File: src/rtl/layer_sequencer_if.sv
// layer_sequencer_if: host handshake, phase strobes and live channel indices of one layer sequencer
interface layer_sequencer_if #(
   parameter int ICW = 2,
   parameter int OCW = 2
);
   logic start, abort, conv_done, tree_done, pool_done;
   logic c_load, conv, tree, cout, pool, busy, done;
   logic [ICW-1:0] ic_idx;
   logic [OCW-1:0] oc_idx;
   modport master (
      output start, abort, conv_done, tree_done, pool_done,
      input  c_load, conv, tree, cout, pool, busy, done, ic_idx, oc_idx
   );
   modport slave (
      input  start, abort, conv_done, tree_done, pool_done,
      output c_load, conv, tree, cout, pool, busy, done, ic_idx, oc_idx
   );
endinterface

File: src/rtl/layer_sequencer.sv
// layer_sequencer: start/done-handshaked loop over IC input x OC output channels with an optional pooling pass
module layer_sequencer #(
   parameter int IC      = 3,
   parameter int OC      = 4,
   parameter bit POOL_EN = 1'b1,
   parameter int ICW     = (IC > 1) ? $clog2(IC) : 1,
   parameter int OCW     = (OC > 1) ? $clog2(OC) : 1
) (
   input  logic             clk,
   input  logic             rst_n,
   layer_sequencer_if.slave bus
);
   typedef enum logic [2:0] {IDLE, CH_LOAD, CONV, TREE, COUT, POOL, DONE} state_t;
   localparam logic [ICW-1:0] IC_LAST = ICW'(IC - 1);
   localparam logic [OCW-1:0] OC_LAST = OCW'(OC - 1);
   state_t         state_q, state_d;
   logic [ICW-1:0] ic_idx_q, ic_idx_d;
   logic [OCW-1:0] oc_idx_q, oc_idx_d;
   logic           ic_last, oc_last;
   assign ic_last = ic_idx_q == IC_LAST;
   assign oc_last = oc_idx_q == OC_LAST;
   always_ff @(posedge clk or negedge rst_n) begin
      if (!rst_n) begin
         state_q  <= IDLE;
         ic_idx_q <= '0;
         oc_idx_q <= '0;
      end else begin
         state_q  <= state_d;
         ic_idx_q <= ic_idx_d;
         oc_idx_q <= oc_idx_d;
      end
   end
   always_comb begin
      state_d  = state_q;
      ic_idx_d = ic_idx_q;
      oc_idx_d = oc_idx_q;
      case (state_q)
         IDLE: if (bus.start) begin
            state_d  = CH_LOAD;
            ic_idx_d = '0;
            oc_idx_d = '0;
         end
         CH_LOAD: state_d = CONV;
         CONV: if (bus.conv_done) state_d = (IC > 1) ? TREE : COUT;
         TREE: if (bus.tree_done) begin
            state_d  = ic_last ? COUT : CH_LOAD;
            ic_idx_d = ic_last ? ic_idx_q : ic_idx_q + ICW'(1);
         end
         COUT: begin
            ic_idx_d = '0;
            state_d  = oc_last ? (POOL_EN ? POOL : DONE) : CH_LOAD;
            oc_idx_d = oc_last ? oc_idx_q : oc_idx_q + OCW'(1);
         end
         POOL: if (bus.pool_done) state_d = DONE;
         DONE: begin
            state_d  = IDLE;
            oc_idx_d = '0;
         end
         default: begin
            state_d  = IDLE;
            ic_idx_d = '0;
            oc_idx_d = '0;
         end
      endcase
      if (bus.abort) begin
         state_d  = IDLE;
         ic_idx_d = '0;
         oc_idx_d = '0;
      end
   end
   assign bus.c_load = state_q == CH_LOAD;
   assign bus.conv   = state_q == CONV;
   assign bus.tree   = state_q == TREE;
   assign bus.cout   = state_q == COUT;
   assign bus.pool   = state_q == POOL;
   assign bus.done   = state_q == DONE;
   assign bus.busy   = state_q != IDLE;
   assign bus.ic_idx = ic_idx_q;
   assign bus.oc_idx = oc_idx_q;
endmodule

File: src/flat_wrapper.sv
// flat-port wrapper written by rule: the top's interface ports become plain ports
module layer_sequencer_flat 
#(
   parameter int IC      = 3,
   parameter int OC      = 4,
   parameter bit POOL_EN = 1'b1,
   parameter int ICW     = (IC > 1) ? $clog2(IC) : 1,
   parameter int OCW     = (OC > 1) ? $clog2(OC) : 1
)
  (clk, rst_n, bus_start, bus_abort, bus_conv_done, bus_tree_done, bus_pool_done, bus_c_load, bus_conv, bus_tree, bus_cout, bus_pool, bus_busy, bus_done, bus_ic_idx, bus_oc_idx);
  layer_sequencer_if #(.ICW(ICW), .OCW(OCW)) bus_i ();
  input  logic clk;
  input  logic rst_n;
  input wire logic [$bits(bus_i.start)-1:0] bus_start;
  input wire logic [$bits(bus_i.abort)-1:0] bus_abort;
  input wire logic [$bits(bus_i.conv_done)-1:0] bus_conv_done;
  input wire logic [$bits(bus_i.tree_done)-1:0] bus_tree_done;
  input wire logic [$bits(bus_i.pool_done)-1:0] bus_pool_done;
  output wire logic [$bits(bus_i.c_load)-1:0] bus_c_load;
  output wire logic [$bits(bus_i.conv)-1:0] bus_conv;
  output wire logic [$bits(bus_i.tree)-1:0] bus_tree;
  output wire logic [$bits(bus_i.cout)-1:0] bus_cout;
  output wire logic [$bits(bus_i.pool)-1:0] bus_pool;
  output wire logic [$bits(bus_i.busy)-1:0] bus_busy;
  output wire logic [$bits(bus_i.done)-1:0] bus_done;
  output wire logic [$bits(bus_i.ic_idx)-1:0] bus_ic_idx;
  output wire logic [$bits(bus_i.oc_idx)-1:0] bus_oc_idx;
  assign bus_i.start = bus_start;
  assign bus_i.abort = bus_abort;
  assign bus_i.conv_done = bus_conv_done;
  assign bus_i.tree_done = bus_tree_done;
  assign bus_i.pool_done = bus_pool_done;
  assign bus_c_load = bus_i.c_load;
  assign bus_conv = bus_i.conv;
  assign bus_tree = bus_i.tree;
  assign bus_cout = bus_i.cout;
  assign bus_pool = bus_i.pool;
  assign bus_busy = bus_i.busy;
  assign bus_done = bus_i.done;
  assign bus_ic_idx = bus_i.ic_idx;
  assign bus_oc_idx = bus_i.oc_idx;
  layer_sequencer #(.IC(IC), .OC(OC), .POOL_EN(POOL_EN), .ICW(ICW), .OCW(OCW)) u_core (.clk(clk), .rst_n(rst_n), .bus(bus_i));
endmodule
File: config.mk
export PLATFORM = sky130hd
export DESIGN_NAME = layer_sequencer_flat
export DESIGN_NICKNAME = d
export VERILOG_FILES = /design/src/rtl/layer_sequencer_if.sv /design/src/rtl/layer_sequencer.sv /design/src/flat_wrapper.sv
export SDC_FILE = /design/constraint.sdc
export NUM_CORES = 1
export LEC_CHECK = 0
export CORE_UTILIZATION = 25
export CTS_CLUSTER_DIAMETER = 200
export DETAILED_ROUTE_END_ITERATION = 7
export PLACE_DENSITY = 0.5
export SYNTH_ARGS = -nofsm -noshare
export SYNTH_HDL_FRONTEND = slang
export SYNTH_SLANG_ARGS = --single-unit
File: constraint.sdc
create_clock -name clk -period 4.2 [get_ports clk]
set_input_delay 0.84 -clock clk [delete_from_list [all_inputs] [get_ports clk]]
set_output_delay 0.84 -clock clk [all_outputs]
set_load 0.01 [all_outputs]
==> flow_metrics.env <==
export IMPL_status="completed"
export IMPL_place_congestion=0.7701
export IMPL_yosys_warnings=0
export IMPL_pin_count=18
export IMPL_synth_top_area_share_pct=36.94
export IMPL_reg2reg_to="u_core.bus.ic_idx[1]$_DFFE_PN0P_"
export IMPL_grt_usage_pct=13.52
export IMPL_dr_pass1_iters=4
export IMPL_dieArea_mm2=0.002075
export IMPL_core_area_mm2=0.001745
export IMPL_hold_violations=0
export IMPL_ys_flop_type="dfrtp_1"
export IMPL_cts_tree="built"
export IMPL_antenna_diode_count=0
export IMPL_cp_end_kind="output port"
export IMPL_setup_violations_final=0
export IMPL_grt_pass1_wl_mm=1.980
export IMPL_fin_util_pct=39.00
export IMPL_slowest_stage="clkdlybuf4s50_1"
export IMPL_powerDensity_mw_per_mm2=295.7
export IMPL_path_cells="inv_1 > nor3_1 > clkdlybuf4s50_1"
export IMPL_synthArstFlopShare_pct=100.0
export IMPL_synth_distinct_cells=27
export IMPL_start_util_pct=27.17
export IMPL_die_x_um=45.55
export IMPL_wl_mm=1.212
export IMPL_cts_buffers=3
export IMPL_fin_crit_sh_pct=60.81
export IMPL_synth_largest_area_cell="dfrtp_1"
export IMPL_fp_dieH_um=45.55
export IMPL_post_synth_inst_count=57
export IMPL_cpPeakStageDelay_ps=560
export IMPL_relSlewSlack_pct=72.85
export IMPL_vias=484
export IMPL_path_class="reg -> out"
export IMPL_arrival_ps=1710
export IMPL_grt_pass1_vias=451
export IMPL_clk_latency_ps=250
export IMPL_post_drt_via_cell_ratio=4.889
export IMPL_drc=0
export IMPL_syn_mean_instance_area_um2=8.319
export IMPL_worstHoldPathCells=1
export IMPL_place_ws_ps=1930
export IMPL_dpl_cell_count=95
export IMPL_fillers=196
export IMPL_dp_hpwl_um=917.1
export IMPL_hp_start="u_core.bus.oc_idx[0]$_DFFE_PN0P_"
export IMPL_cts_setup_buffers=0
export IMPL_synth_enable_flop_cells=0
export IMPL_leakagePower_nw=0.2820
export IMPL_grt_ovfl_total=0
export IMPL_rrSetupSlack_ps=2660
export IMPL_ys_seq_elements=7
export IMPL_worst_hold_path_type="reg -> reg"
export IMPL_io_buffers=17
export IMPL_r2r_cells=6
export IMPL_final_cells=99
export IMPL_ys_top_cells_by_area="dfrtp_1 37%, ha_1 5.3%, nor3_1 5.3%, nor2_1 4.7%, o211ai_1 4.7%"
export IMPL_clock_sinks=7
export IMPL_ctsLongestPathBuffers=2
export IMPL_cts_root_buf="clkbuf_4"
export IMPL_synth_nets=66
export IMPL_rsz0062_at_grt="no"
export IMPL_htreeDepth=1
export IMPL_ir_worst_vdd_v=0.0001667
export IMPL_p_total_mw=0.2013
export IMPL_fin_ws_ps=1646
export IMPL_placementRows=15
export IMPL_final_setup_skew_ps=5.234
export IMPL_hold_buffers=0
export IMPL_antenna_found_initial=0
export IMPL_ant_nets=0
export IMPL_ctsResizeCount=0
export IMPL_r2r_start="u_core.bus.ic_idx[0]$_DFFE_PN0P_"
export IMPL_syn_area_um2=474.2
export IMPL_syn2layout_area_growth_pct=43.54
export IMPL_setup_tns_ps=0
export IMPL_dr_first_iter_drc_count=2
export IMPL_drive_above_1_share_pct=5.405
export IMPL_synth_yosys_seq_area_share_pct=36.94
export IMPL_final_min_clock_period_ps=2554
export IMPL_maxSlewViolCount=0
export IMPL_multi_input_area_um2=255.2
export IMPL_wl_per_cell_um=12.24
export IMPL_cap_violations=0
export IMPL_fin_nets=84
export IMPL_crit_fanout=13
export IMPL_tightest_slew_ps=397.0
export IMPL_synth_most_common_cell="dfrtp_1"
export IMPL_register_area_um2=175.2
export IMPL_startpoint_type="flop"
export IMPL_grt_max_degree=14
export IMPL_synthTopCellsByCount="7 x dfrtp_1, 6 x nor2_1, 5 x inv_1, 5 x nor3_1"
export IMPL_crit_required_ps=3360
export IMPL_max_freq_mhz=391.6
export IMPL_clk_pin_slew_ps=50
export IMPL_hold_path_end="u_core.bus.oc_idx[0]$_DFFE_PN0P_"
[through the flow]
stage,cell area [um2],hold WS [ps]
floorplan,474.2,540.9
detailed placement,654.4,529.0
global placement,654.4,536.3
finish,680.7,526.6
CTS,680.7,538.3
global route,680.7,577.6
[layer usage]
layer / GRT usage (%) / vias up / routed length (um)
met1: 19.95 / 218 / 631
met5: 0 / - / 0
met2: 17.43 / 16 / 494
met4: 9.091 / 0 / 18
li1: - / 248 / -
met3: 2.381 / 2 / 67
[flip-flops by register name (all words and copies together), names as in the netlist]
| signal | flops |
|---|---|
| u_core.state_q | 3 |
| u_core.bus.ic_idx | 2 |
| u_core.bus.oc_idx | 2 |
[power by group]
part | internal (mW) | switching, mW
combinational | 0.0293 | 0.0288
clock | 0.0363 | 0.0247
sequential | 0.0715 | 0.0108
total | 0.137 | 0.0642
[how the worst max path moves through the flow]
stage                                       start  endpoint  slack (ps)  depth (start not counted)
detailed placement  u_core.state_q[0]$_DFFE_PN0P_  bus_cout        1930                          4
global placement    u_core.state_q[0]$_DFFE_PN0P_  bus_cout        1890                          4
floorplan           u_core.state_q[0]$_DFFE_PN0P_  bus_cout        2480                          4
finish              u_core.state_q[2]$_DFFE_PN0P_  bus_done        1650                          3
CTS                 u_core.state_q[0]$_DFFE_PN0P_  bus_cout        1640                          4
global route        u_core.state_q[2]$_DFFE_PN0P_  bus_done        1510                          3
[critical path: cells and delay by family, from the launching register on]
kind / cells / cell delay [ps]
buffers and inverters: 2 / 730
flip-flops: 1 / 550
AND/OR/NAND/NOR: 1 / 170
[cell families after synthesis]
| logic type | share of synthesized area, % |
|---|---|
| AND/OR/NAND/NOR | 17.94 |
| buffers and inverters | 9.234 |
| adder cells (fa/ha/maj) | 5.276 |
| flip-flops | 36.94 |
| AO/OA/AOI/OAI | 30.61 |
[placed cells by master, fill, tap and decap left out, drive strengths merged, types with 2 or more instances in the layout]
cell           netlist  final
a21oi                3      3
o21ai                2      2
nor3                 5      5
dfrtp                7      7
a21o                 2      2
nor2                 6      6
clkbuf               0      4
inv                  6      6
o211ai               3      3
clkdlybuf4s50        0     17
o41ai                2      2
nand2                3      3
ha                   2      2
[final cells by class]
class | instances | area share (%)
multi-input cells | 40 | 37.50
inverters | 6 | 3.309
well taps | 25 | 4.596
clock buffers | 4 | 3.860
flip-flops and latches | 7 | 25.74
repair buffers | 17 | 25.00
Power figures use the tool's default switching activity.
